--- config.mk ---
export PLATFORM = sky130hd
export DESIGN_NAME = chip8_fetch
export DESIGN_NICKNAME = d
export VERILOG_FILES = /design/src/rtl/chip8_fetch.sv
export SDC_FILE = /design/constraint.sdc
export NUM_CORES = 1
export LEC_CHECK = 0
export ABC_AREA = 1
export CORE_MARGIN = 10
export CORE_UTILIZATION = 43
export CTS_CLUSTER_SIZE = 20
export DETAILED_ROUTE_END_ITERATION = 8
export PLACE_DENSITY = 0.76
export SLEW_MARGIN = 20
export SYNTH_ARGS = -nofsm -noshare
export SYNTH_HDL_FRONTEND = slang
export SYNTH_SLANG_ARGS = --single-unit
export TNS_END_PERCENT = 30
--- constraint.sdc ---
create_clock -name clk -period 1.57 [get_ports clk]
set_clock_uncertainty 0.2 [all_clocks]
set_input_delay 0.2355 -clock clk [delete_from_list [all_inputs] [get_ports clk]]
set_output_delay 0.2355 -clock clk [all_outputs]
set_load 0.02 [all_outputs]
--- src/rtl/chip8_fetch.sv ---
// CHIP-8 fetch: reads two bytes at pc/pc+1 and presents a big-endian opcode; optional FETCH_ALIGN_CHECK_EN traps odd redirects.
// Latency: op_valid rises 3 cycles after entering F_HI; one opcode per 4 cycles with op_ready held high.
// Backpressure: holds opcode/op_pc/op_valid and issues no reads while op_ready is low; redirect overrides everything but rst.
module chip8_fetch #(
    parameter int                 ADDR_W   = 12,
    parameter logic [ADDR_W-1:0]  RESET_PC = 'h200
) (
    input  logic              clk,
    input  logic              rst,
    output logic              mem_rd,
    output logic [ADDR_W-1:0] mem_addr,
    input  logic [7:0]        mem_rdata,
    output logic              op_valid,
    input  logic              op_ready,
    output logic [15:0]       opcode,
    output logic [ADDR_W-1:0] op_pc,
    input  logic              redirect,
    input  logic [ADDR_W-1:0] redirect_pc,
    output logic              fetch_fault
);

    typedef enum logic [2:0] {
        F_HI  = 3'd0,
        F_LO  = 3'd1,
        W_LO  = 3'd2,
        VALID = 3'd3
`ifdef FETCH_ALIGN_CHECK_EN
        ,FAULT = 3'd4
`endif
    } state_t;

    state_t            state, state_nx;
    logic [ADDR_W-1:0] pc, pc_nx;
    logic [7:0]        hi, hi_nx;
    logic [15:0]       opcode_nx;
    logic [ADDR_W-1:0] op_pc_nx;
    logic              op_valid_nx;
    logic              redirect_take;

`ifdef FETCH_ALIGN_CHECK_EN
    logic fault_q, fault_nx;
    assign fetch_fault   = fault_q;
    assign redirect_take = redirect && (state != FAULT);
`else
    assign fetch_fault   = 1'b0;
    assign redirect_take = redirect;
`endif

    always_ff @(posedge clk) begin
        if (rst) begin
            state    <= F_HI;
            pc       <= RESET_PC;
            hi       <= 8'h00;
            opcode   <= 16'h0000;
            op_pc    <= '0;
            op_valid <= 1'b0;
`ifdef FETCH_ALIGN_CHECK_EN
            fault_q  <= 1'b0;
`endif
        end else begin
            state    <= state_nx;
            pc       <= pc_nx;
            hi       <= hi_nx;
            opcode   <= opcode_nx;
            op_pc    <= op_pc_nx;
            op_valid <= op_valid_nx;
`ifdef FETCH_ALIGN_CHECK_EN
            fault_q  <= fault_nx;
`endif
        end
    end

    always_comb begin
        state_nx    = state;
        pc_nx       = pc;
        hi_nx       = hi;
        opcode_nx   = opcode;
        op_pc_nx    = op_pc;
        op_valid_nx = op_valid;
        mem_rd      = 1'b0;
        mem_addr    = pc;
`ifdef FETCH_ALIGN_CHECK_EN
        fault_nx    = fault_q;
`endif

        case (state)
            F_HI: begin
                mem_rd   = 1'b1;
                state_nx = F_LO;
            end
            F_LO: begin
                mem_rd   = 1'b1;
                mem_addr = pc + ADDR_W'(1);
                hi_nx    = mem_rdata;
                state_nx = W_LO;
            end
            W_LO: begin
                opcode_nx   = {hi, mem_rdata};
                op_pc_nx    = pc;
                op_valid_nx = 1'b1;
                state_nx    = VALID;
            end
            VALID: begin
                if (op_valid && op_ready) begin
                    pc_nx       = pc + ADDR_W'(2);
                    op_valid_nx = 1'b0;
                    state_nx    = F_HI;
                end
            end
`ifdef FETCH_ALIGN_CHECK_EN
            FAULT: begin
                op_valid_nx = 1'b0;
            end
`endif
            default: begin
                state_nx    = F_HI;
                op_valid_nx = 1'b0;
            end
        endcase

        // Redirect wins over any handshake; read data still returning from the old stream is dropped.
        if (redirect_take) begin
            pc_nx       = redirect_pc;
            hi_nx       = 8'h00;
            op_valid_nx = 1'b0;
            state_nx    = F_HI;
`ifdef FETCH_ALIGN_CHECK_EN
            if (redirect_pc[0]) begin
                state_nx = FAULT;
                fault_nx = 1'b1;
            end
`endif
        end

        if (rst) begin
            mem_rd = 1'b0;
        end
    end

endmodule

==> results.json <==
{
  "worstPathCellList": "ha_4 > nand3_4 > buf_4 > o21ai_2 > nand3_1 > o21ai_1 > buf_4",
  "grt_max_degree": 21,
  "fill_cells": 300,
  "path_delay_family": "flip-flops",
  "synth_top_family_by_area": "simple AND/OR/NAND/NOR gates",
  "finalHoldViolCount": 0,
  "dieWidth_um": 93.5,
  "vias_per_cell": 5.23,
  "reg2reg_to": "op_valid$_SDFFE_PP0P_",
  "dpl.cell_count": 488,
  "clk_path_buf_depth": 2,
  "io_buffers": 65,
  "rr_worst_depth": 9,
  "initial_core_util": 0.449,
  "clk_latency_ns": 0.32,
  "worstHoldEndpoint": "hi[6]$_SDFFE_PP0P_",
  "dpl.hpwl_um": 5510,
  "htree_levels": 2,
  "synth_compound_area_frac": 0.178,
  "antenna_found_initial": 0,
  "vias": 2688,
  "ant_nets": 0,
  "fin_cells": 514,
  "clkSlewWorstSetupHoldPaths_ns": 0.10,
  "leakage_nw": 1.88,
  "synth_cells": 318,
  "place_area_um2": 3450,
  "post-route-period-util": 1.30,
  "max_cap_viol_count": 0,
  "wl_per_cell_um": 18.3,
  "cts.sinks": 51,
  "wl_met2_um": 4810,
  "pin_count": 67,
  "utilization": 0.803,
  "synth.area.mux_share": 0,
  "hold_start": "hi[6]$_SDFFE_PP0P_",
  "clock.fmax_mhz": 490,
  "setup.worst_path.end_class": "output port",
  "netlist_area_um2": 2320,
  "firstDrtPassIters": 5,
  "rsz0062_at_grt": "true",
  "grt_pass1_wl_um": 13800,
  "globalplace.congestion": 0.864,
  "rows": 26,
  "grt.overflow.total": 0,
  "nNetsFinal": 474,
  "power_mw": 3.25,
  "drive_gt1_frac": 0.385,
  "synth_nets": 349,
  "area_growth_pct": 78.6,
  "grt_pass1_vias": 2708,
  "required_ns": 1.13,
  "critPathKind": "reg2out",
  "drc": 0,
  "path_common_cell": "buf_4",
  "wl_um": 9420,
  "cts_buffers": 5,
  "synthXorXnorAreaFrac": 0.0414,
  "diodes": 0,
  "initialDrtViolationCount": 101,
  "setup-tns-final_ns": -5.36,
  "worstPathMaxFanout": 3,
  "hp-class": "reg2reg",
  "top_layer": "met4",
  "fp.dieArea_um2": 8750,
  "arrival_ns": 1.60,
  "grtUsageTotal": 0.196,
  "reg2reg_from": "state[1]$_SDFFE_PP0P_",
  "place_ws_ns": -0.619,
  "met3_length_um": 719,
  "synth_simple_gate_area_share": 0.224,
  "cp_slowest_cell": "dfxtp_4",
  "fin_area_um2": 4150,
  "synthAdderAreaFrac": 0.0377,
  "synth-seq-area-share": 0.439,
  "critical_path.startpoint_type": "register",
  "failed_checks": "setup timing",
  "tritoncts": "built",
  "run_status": "finished, violations left",
  "cts_root_buf": "clkbuf_8",
  "min_path_cells": 2,
  "syn_avg_cell_area_um2": 7.31,
  "fp.coreArea_um2": 5170,
  "yosysWarnings": 0,
  "report.final.slew_viol_count": 0,
  "powerDensity_nw_per_um2": 783,
  "max_stage_delay_ns": 0.40,
  "yosys.cell_types.count": 27,
  "r2r_slack_ns": -0.08,
  "synth-seq-cells": 51,
  "path_buf_inv": 2,
  "setup_viol": 19,
  "fin_hold_ws_ns": 0.269,
  "min_period_ns": 2.04,
  "setup_ws_ns": -0.470,
  "wl_met1_um": 3510,
  "ir_worst_vdd_v": 0.000741,
  "die_y_um": 93.5
}
## sequential cells by signal (all words and copies together) (netlist names)
name,count
hi,8
state,2
opcode,16
op_valid,1
pc,12
op_pc,12
## power breakdown
group	total, mW	switching, mW	internal, mW
sequential	1.40	0.0511	1.35
clock	1.10	0.467	0.636
combinational	0.746	0.393	0.354
## layout make-up
type,count,area (µm²),share of cell area
Clock buffer,5,68.8,0.0166
Clock inverter,3,67.6,0.0163
Inverter,31,149,0.0359
Multi-Input combinational cell,222,1470,0.355
Sequential cell,51,1040,0.252
Tap cell,70,87.6,0.0211
Timing Repair Buffer,132,1260,0.303
## cell usage after synthesis, drive strengths merged
cell type | number | area, µm²
nor3 | 1 | 5.00
a31oi | 4 | 25.0
inv | 29 | 109
xnor2 | 1 | 8.76
nand3 | 13 | 80.1
a211oi | 2 | 15.0
ha | 7 | 87.6
conb | 1 | 3.75
a21oi | 29 | 149
clkbuf | 9 | 35.0
clkinv | 2 | 7.51
nand4 | 2 | 18.8
nand2 | 56 | 213
dfxtp | 51 | 1020
nor2 | 51 | 204
xor2 | 10 | 87.6
o21ai | 45 | 225
buf | 5 | 30.0
## layout by cell type, fill, tap and decap left out, types with 6 or more instances in the layout
cell type and count:
buf_4 48, nand2_1 46, dfxtp_1 42, nor2_1 32, dlygate4sd2_1 28, buf_6 27
o21ai_1 25, a21oi_1 25, clkdlybuf4s50_1 23, inv_1 19, o21ai_0 14, nor2_2 13
nor2_4 6, nand3_1 6, xor2_2 6, ha_4 6
## layer usage
metal	up-vias	track usage
li1	1273	-
met1	1276	0.205
met2	109	0.357
met3	30	0.0655
met4	0	0.0656
met5	-	0
## kinds of logic after synthesis
family | Yosys count
simple gates | 123
compound gates | 80
flops | 51
buf+inv | 45
xor+xnor | 11
fa+ha+maj | 7
other cells | 1
## worst reg2reg max path, delay by kind of cell, from the launching register on
family / cells / cell delay [ns]
AOI/OAI and AO/OA: 2 / 0.24
adders and majority gates: 1 / 0.17
buffers and inverters: 5 / 0.49
DFF: 1 / 0.35
and+or+nand+nor: 1 / 0.09
## worst max path at each step
stage,from,end,slack (ns),cells past startpoint
2_1_floorplan,state[1]$_SDFFE_PP0P_,mem_addr[8],-0.08,8
3_3_place_gp,pc[1]$_SDFFE_PP0P_,mem_addr[8],-0.58,7
3_5_place_dp,pc[1]$_SDFFE_PP0P_,mem_addr[10],-0.62,7
4_1_cts,pc[1]$_SDFFE_PP0P_,mem_addr[8],-0.44,7
5_1_grt,pc[2]$_SDFFE_PP0P_,mem_addr[9],-0.54,8
6_report,pc[1]$_SDFFE_PP0P_,mem_addr[7],-0.47,7
## what timing repair did
action	in CTS	in global routing
setup endpoints to repair	82	56
pin swaps	14	29
resized for setup	166	81
buffers inserted	9	13
cloned	2	0
hold buffers	0	0
(Power assumes the default switching activity.)
